<file path="src/rtl/vmicro16_timer_apb.sv">
// vmicro16_timer_apb: multi-channel APB down-counter timer.
// Each channel has a prescaler, periodic/one-shot mode, an interrupt enable
// and a write-1-to-clear pending flag.
`timescale 1ns/1ps

module vmicro16_timer_apb #(
  parameter int unsigned CHANNELS       = 4,
  parameter int unsigned DATA_WIDTH     = 16,
  parameter int unsigned PRESCALE_WIDTH = 8,
  parameter int unsigned ADDR_WIDTH     = 6
) (
  input  logic                  clk,
  input  logic                  reset,
  input  logic [ADDR_WIDTH-1:0] S_PADDR,
  input  logic                  S_PWRITE,
  input  logic                  S_PSELx,
  input  logic                  S_PENABLE,
  input  logic [DATA_WIDTH-1:0] S_PWDATA,
  output logic [DATA_WIDTH-1:0] S_PRDATA,
  output logic                  S_PREADY,
  output logic [CHANNELS-1:0]   out,
  output logic                  irq
);

  localparam int unsigned CH_W = ADDR_WIDTH - 2;

  localparam logic [1:0] REG_LOAD     = 2'd0;
  localparam logic [1:0] REG_COUNT    = 2'd1;
  localparam logic [1:0] REG_CTRL     = 2'd2;
  localparam logic [1:0] REG_PRESCALE = 2'd3;

  localparam int unsigned CTRL_EN      = 0;
  localparam int unsigned CTRL_ONESHOT = 1;
  localparam int unsigned CTRL_IE      = 2;
  localparam int unsigned CTRL_PEND    = 3;
  localparam int unsigned CTRL_RELOAD  = 4;

  // Per-channel state
  logic [DATA_WIDTH-1:0]     load_q  [CHANNELS];
  logic [DATA_WIDTH-1:0]     count_q [CHANNELS];
  logic [PRESCALE_WIDTH-1:0] pre_q   [CHANNELS];
  logic [PRESCALE_WIDTH-1:0] pcnt_q  [CHANNELS];
  logic [CHANNELS-1:0]       en_q;
  logic [CHANNELS-1:0]       oneshot_q;
  logic [CHANNELS-1:0]       ie_q;
  logic [CHANNELS-1:0]       pend_q;

  // Bus decode
  logic            apb_en;
  logic            apb_wr;
  logic [1:0]      reg_sel;
  logic [CH_W-1:0] ch_idx;

  logic [CHANNELS-1:0] ch_hit;
  logic [CHANNELS-1:0] wr_load;
  logic [CHANNELS-1:0] wr_count;
  logic [CHANNELS-1:0] wr_ctrl;
  logic [CHANNELS-1:0] wr_pre;
  logic [CHANNELS-1:0] reload;
  logic [CHANNELS-1:0] pre_wrap;
  logic [CHANNELS-1:0] tick;
  logic [CHANNELS-1:0] expire;

  assign apb_en   = S_PSELx & S_PENABLE;
  assign apb_wr   = apb_en & S_PWRITE;
  assign reg_sel  = S_PADDR[1:0];
  assign ch_idx   = S_PADDR[ADDR_WIDTH-1:2];
  assign S_PREADY = apb_en;
  assign irq      = |(pend_q & ie_q);

  // Channel write strobes and tick/expiry qualification; a COUNT write or
  // RELOAD swallows a coincident tick so the written value is never decremented
  always_comb begin
    ch_hit   = '0;
    wr_load  = '0;
    wr_count = '0;
    wr_ctrl  = '0;
    wr_pre   = '0;
    reload   = '0;
    pre_wrap = '0;
    tick     = '0;
    expire   = '0;
    for (int i = 0; i < int'(CHANNELS); i++) begin
      ch_hit[i]   = (ch_idx == CH_W'(i));
      wr_load[i]  = apb_wr & ch_hit[i] & (reg_sel == REG_LOAD);
      wr_count[i] = apb_wr & ch_hit[i] & (reg_sel == REG_COUNT);
      wr_ctrl[i]  = apb_wr & ch_hit[i] & (reg_sel == REG_CTRL);
      wr_pre[i]   = apb_wr & ch_hit[i] & (reg_sel == REG_PRESCALE);
      reload[i]   = wr_ctrl[i] & S_PWDATA[CTRL_RELOAD];
      pre_wrap[i] = en_q[i] & (pcnt_q[i] == pre_q[i]);
      tick[i]     = pre_wrap[i] & ~(wr_count[i] | reload[i]);
      expire[i]   = tick[i] & (count_q[i] == '0);
    end
  end

  // Combinational read mux; unmapped channels and idle bus read 0
  always_comb begin
    S_PRDATA = '0;
    if (apb_en) begin
      for (int i = 0; i < int'(CHANNELS); i++) begin
        if (ch_hit[i]) begin
          case (reg_sel)
            REG_LOAD:     S_PRDATA = load_q[i];
            REG_COUNT:    S_PRDATA = count_q[i];
            REG_CTRL:     S_PRDATA = DATA_WIDTH'({pend_q[i], ie_q[i], oneshot_q[i], en_q[i]});
            REG_PRESCALE: S_PRDATA = DATA_WIDTH'(pre_q[i]);
            default:      S_PRDATA = '0;
          endcase
        end
      end
    end
  end

  // Channel registers, prescalers, counters and expiry pulses
  always_ff @(posedge clk or posedge reset) begin
    if (reset) begin
      out       <= '0;
      en_q      <= '0;
      oneshot_q <= '0;
      ie_q      <= '0;
      pend_q    <= '0;
      for (int i = 0; i < int'(CHANNELS); i++) begin
        load_q[i]  <= '0;
        count_q[i] <= '0;
        pre_q[i]   <= '0;
        pcnt_q[i]  <= '0;
      end
    end else begin
      out <= expire;
      for (int i = 0; i < int'(CHANNELS); i++) begin
        if (wr_load[i]) load_q[i] <= S_PWDATA;

        // Prescaler: held at 0 while disabled, restarted by a PRESCALE write
        if (wr_pre[i]) begin
          pre_q[i]  <= S_PWDATA[PRESCALE_WIDTH-1:0];
          pcnt_q[i] <= '0;
        end else if (!en_q[i] || pre_wrap[i]) begin
          pcnt_q[i] <= '0;
        end else begin
          pcnt_q[i] <= pcnt_q[i] + PRESCALE_WIDTH'(1);
        end

        if (wr_count[i]) begin
          count_q[i] <= S_PWDATA;
        end else if (reload[i]) begin
          count_q[i] <= load_q[i];
        end else if (tick[i]) begin
          if (count_q[i] != '0)  count_q[i] <= count_q[i] - DATA_WIDTH'(1);
          else if (!oneshot_q[i]) count_q[i] <= load_q[i];
        end

        if (wr_ctrl[i]) begin
          en_q[i]      <= S_PWDATA[CTRL_EN];
          oneshot_q[i] <= S_PWDATA[CTRL_ONESHOT];
          ie_q[i]      <= S_PWDATA[CTRL_IE];
        end else if (expire[i] && oneshot_q[i]) begin
          en_q[i] <= 1'b0;
        end

        // Expiry set beats a same-cycle write-1-to-clear
        if (expire[i])                                pend_q[i] <= 1'b1;
        else if (wr_ctrl[i] && S_PWDATA[CTRL_PEND])   pend_q[i] <= 1'b0;
      end
    end
  end

endmodule

</file>
<file path="config.mk">
export PLATFORM = sky130hd
export DESIGN_NAME = vmicro16_timer_apb
export DESIGN_NICKNAME = d
export VERILOG_FILES = /design/src/rtl/vmicro16_timer_apb.sv
export SDC_FILE = /design/constraint.sdc
export NUM_CORES = 1
export LEC_CHECK = 0
export BUFFER_PORTS_ARGS = -buffer_cell sky130_fd_sc_hd__buf_4
export CAP_MARGIN = 10
export CORE_MARGIN = 10
export CORE_UTILIZATION = 55
export DETAILED_ROUTE_END_ITERATION = 7
export PLACE_DENSITY = 0.83
export SLEW_MARGIN = 30
export SYNTH_ARGS = -nofsm -noshare
export SYNTH_HDL_FRONTEND = slang
export SYNTH_SLANG_ARGS = --single-unit
</file>
<file path="constraint.sdc">
create_clock -name clk -period 6.36 [get_ports clk]
set_input_delay 0.318 -clock clk [delete_from_list [all_inputs] [get_ports clk]]
set_output_delay 0.318 -clock clk [all_outputs]
set_load 0.01 [all_outputs]
</file>
# == Yosys cells after proc, flatten, opt, wreduce, memory -nomap -nowiden ==
# Cells that the tools add are included.
# totals
inputBits,27
reg_bits,212
# op_classes
addsub,8
reduce_logical,43
n_mux,53
bitwise,47
n_eq_ne,14
# op_table
operator,count
16-bit 2-to-1 mux,25
16-bit one-hot mux with 4 select lines,4
16-bit zero test,4
8-bit 2-to-1 mux,8
16-bit nonzero test,4
16-bit by 1-bit subtractor with 16-bit output (second input constant),4
1-bit bitwise AND,38
8-bit by 1-bit adder with 8-bit output (second input constant),4
8-bit == test,4
1-bit 2-to-1 mux,16
4-bit by 1-bit inequality test with 1-bit output (second input constant),4
2-bit nonzero test,8
3-bit nonzero test,4
4-bit by 2-bit == test with 1-bit output (second input constant),2
1-bit logical AND,8
2-bit AND reduction,4
4-bit bitwise AND,1
2-bit == test (second input constant),2
4-bit by 1-bit == test with 1-bit output (second input constant),1
1-bit zero test,4
4-bit zero test,1
1-bit logical OR,4
1-bit inverter,4
1-bit bitwise OR,4
other kinds (3),3

# == Longest topological paths before layout ==
# depth
depth_word,12
depth_mapped,10
mapped_depth_nobuf,8

# == Least setup slack after synthesis ==
# No wires, ideal clock.
# synth_timing
path_type,input to output
startpoint,input port S_PADDR[1]
endpoint,output port S_PRDATA[2]
path_buffers,3
arrival_ns,1.790
setup_slack_ns,4.252
t_required_ns,6.042
stages,7
path_cell_list,clkbuf_1 > buf_2 > nor2b_1 > buf_2 > a221oi_1 > o311a_1 > nor3_1
# synth_between
elab_chain_len,7
elab_cells_between_ends,13
classes_between,eq/ne: 3; mux: 9; reduce/logical: 1
# synth_lines
item,line_no,text
from (decl),14,"input logic [ADDR_WIDTH-1:0] S_PADDR,"
2-bit == test (tied with other cells),102,case (reg_sel)
16-bit one-hot mux with 4 select lines,102,
16-bit 2-to-1 mux (3 in series),101,if (ch_hit[i]) begin
16-bit 2-to-1 mux *,101,
16-bit 2-to-1 mux *,99,if (apb_en) begin
to (decl),19,"output logic [DATA_WIDTH-1:0] S_PRDATA,"
# Every way passes the cells marked *; elsewhere a longest branch is shown, timed or not.

# == Worst setup path after layout ==
# layout_timing
startpoint,input port S_PADDR[1]
endpoint,output port S_PRDATA[0]
# Same word-level chain as after synthesis.

==> flow_summary.toml <==
[clock_tree]
clk_pin_slew_ps = 60
htreeDepth = 1
numClockSinks = 212
cts_made_buffers = 24
cts_tree = "built"
cts_root_buffer = "clkbuf_16"
cts_setup_buffers = 0
clock_latency_ps = 520
clockBufferDepth = 3

[global_route]
antenna_found_initial = 0
grt-ovfl-total = 0
grt_max_degree = 135
first_global_vias = 10300
grt_pass1_wl_um = 58000
grt_usage_pct = 23.5

[worst_setup_path]
worstSetupPathType = "primary input to output pin"
path_cells = "buf_4, nor2b_1, a221oi_1, o21ai_0, o311ai_0, a21oi_1, buf_4"
crit_buf_inv = 2
cp_slowest_cell = "nor2b_1"
r2r-end = "count_q[45]$_DFFE_PP0P_"
path_max_fanout = 61
cp-start-kind = "primary input"
crit_required_ps = 6040
worstSetupEndpointType = "output pin"
worstReg2RegStart = "pcnt_q[21]$_DFF_PP0_"
crit_cells = 7
path_delay_family = "compound AO/OA/AOI/OAI gates"
r2r_slack_ps = 3760
cpPeakStageDelay_ps = 810
cp_common_cell = "buf_4"
rr_worst_depth = 6
crit_arrival_ps = 3020

[yosys]
syn_nets = 1371
synth_top_area_share_pct = 41.2
synth.most_common_cell = "dfrtp_1"
synth_edf_count = 0
netlist_instances = 1332
post_synth_num_cell_types = 77
yosysSeqAreaShare_pct = 41.2
ys_top_cells_by_area = "dfrtp_1 (41%), mux2_2 (12%), nor2_1 (4.6%), nand2_1 (4.0%), xor2_1 (3.9%)"
async_flop_share_pct = 100
ys_ff_latch = 212
synth_area_leader_cell = "dfrtp_1"
yosys-top-cells-count = "dfrtp_1 (212), nor2_1 (159), nand2_1 (138), mux2_2 (134), xor2_1 (58)"
syn_area_sq_um = 12900
synth_warnings = 0
syn_area_per_cell_sq_um = 9.67
ys.flop_type = "dfrtp_1"

[timing]
worstMarginPinSlew_ps = 972
relSlewSlack_pct = 35.1
drv_slew = 0
period_minus_slack_ps = 3340
fmax_mhz = 300
clock_skew_ps = 7.66
tns_ps = 0
setup_viol = 0
rsz0062_at_grt = "false"
post-route-period-util_pct = 52.5
hold_violations = 0

[placed_design]
buffer_ports.inserted = 48
hpwl_um = 24900
gp_congestion = 0.958

[cells_and_area]
diodes = 0
n_fill_cell = 1843
area_delta_synth_final_pct = 10.1
nets = 1371
drive_gt1_share_pct = 19.5

[power_and_ir_drop]
cellPowerDensity_nw_per_um2 = 335
power_leakage_nw = 6.33
ir_drop_mv = 0.224
p_total_mw = 4.75

[detailed_routing]
drtAntennaViolNets = 0
first_pass_iters = 5
routed_wl_um = 36700
drcViolationCount = 0
viasPerCell = 6.52
wl_per_cell_um = 22.1
route.vias.total = 10800
drt_iter0_markers = 1617

[status]
status = "finished clean"

[die]
die-area_sq_um = 29900
initial_core_util_pct = 56.4
std_cell_rows = 55
die_h_um = 173
die_x_um = 173
ios = 49
core_sq_um = 22800

[min_path]
hold_class = "primary input to register"
worstHoldStart = "S_PWDATA[12]"
worstHoldEndpoint = "count_q[28]$_DFFE_PP0P_"
min_path_cells = 3

[job]
maxCapViolations = 0
## worst register-to-register path, delay by kind of cell (launching register included)
family / cells / cell delay (ps)
AOI/OAI and AO/OA: 3 / 1180
DFF: 1 / 430
xor gates and xnor gates: 1 / 180
and+or+nand+nor: 2 / 710
## metrics by stage
| stage | area, sq um | setup WS, ps | utilization [%] | instances | hold WS [ps] |
|---|---|---|---|---|---|
| 2_1_floorplan | 12900 | 248 | - | 1332 | 468 |
| 3_3_place_gp | 13300 | 2990 | 58.3 | 1618 | 491 |
| 3_5_place_dp | 13400 | 2930 | 58.5 | 1618 | 502 |
| 4_1_cts | 14200 | 3140 | 62.0 | 1661 | 47.2 |
| 5_1_grt | 14200 | 3030 | 62.1 | 1662 | 145 |
| 6_report | 14200 | 3020 | 62.1 | 1662 | 131 |
## report_power, final
group / switching [mW] / total, mW / internal, mW
Sequential: 0.354 / 1.92 / 1.56
Combinational: 0.751 / 1.40 / 0.649
Clock: 0.568 / 1.43 / 0.866
## timing repair
| item | in CTS | in global routing |
|---|---|---|
| setup endpoints to repair | 0 | 0 |
| resized for setup | 0 | 0 |
| hold buffers | 0 | 1 |
| hold endpoints to repair | 0 | 44 |
## placed cells by master (no fill, tap or decap), types with 23 or more instances in the layout
master / n
and3_1: 23
xnor2_1: 37
a31oi_1: 46
mux2i_1: 40
nor2_1: 159
xor2_1: 58
o211ai_1: 34
dfrtp_1: 212
nand2_1: 138
nor3_1: 26
nand3_1: 44
buf_4: 55
o21ai_0: 36
clkbuf_16: 25
mux2_2: 134
## worst max path at each step
stage               start                 endpoint
6_report       S_PADDR[1]              S_PRDATA[0]
5_1_grt        S_PADDR[1]              S_PRDATA[0]
4_1_cts        S_PADDR[1]              S_PRDATA[0]
3_5_place_dp   S_PADDR[0]  count_q[58]$_DFFE_PP0P_
3_3_place_gp   S_PADDR[0]  count_q[15]$_DFFE_PP0P_
2_1_floorplan       reset   count_q[0]$_DFFE_PP0P_
## sequential cells by signal, summed over array words and instances, names as in the netlist
name / flops
ie_q: 4
en_q: 4
pend_q: 4
out: 4
oneshot_q: 4
pre_q: 32
load_q: 64
pcnt_q: 32
count_q: 64
## area by class of cell
cell class	count	area, sq um	area share (%)
clock buffer	36	727	5.12
clock inverter	7	85.1	0.600
inverter	14	65.1	0.459
multi-input combinational	1023	7180	50.6
sequential	212	5310	37.4
tap	313	392	2.76
timing repair buffer	57	434	3.06
## cell families after synthesis
family                   after synthesis  synth area share (%)
adder cells (fa/ha/maj)               12                  1.17
multiplexers                         178                  15.5
XOR/XNOR                              95                  6.46
AND/OR/NAND/NOR                      496                  19.1
AO/OA/AOI/OAI                        242                  13.1
buffers and inverters                 97                  3.46
flip-flops                           212                  41.2
## per-layer routing
layer,vias up,share of wire (%),global-route usage (%)
li1,4841,-,-
met1,5285,42,31.8
met2,583,44,35.9
met3,126,9.1,4.49
met4,0,4.6,10.3
met5,-,0,0
Power figures use the tool's default switching activity.
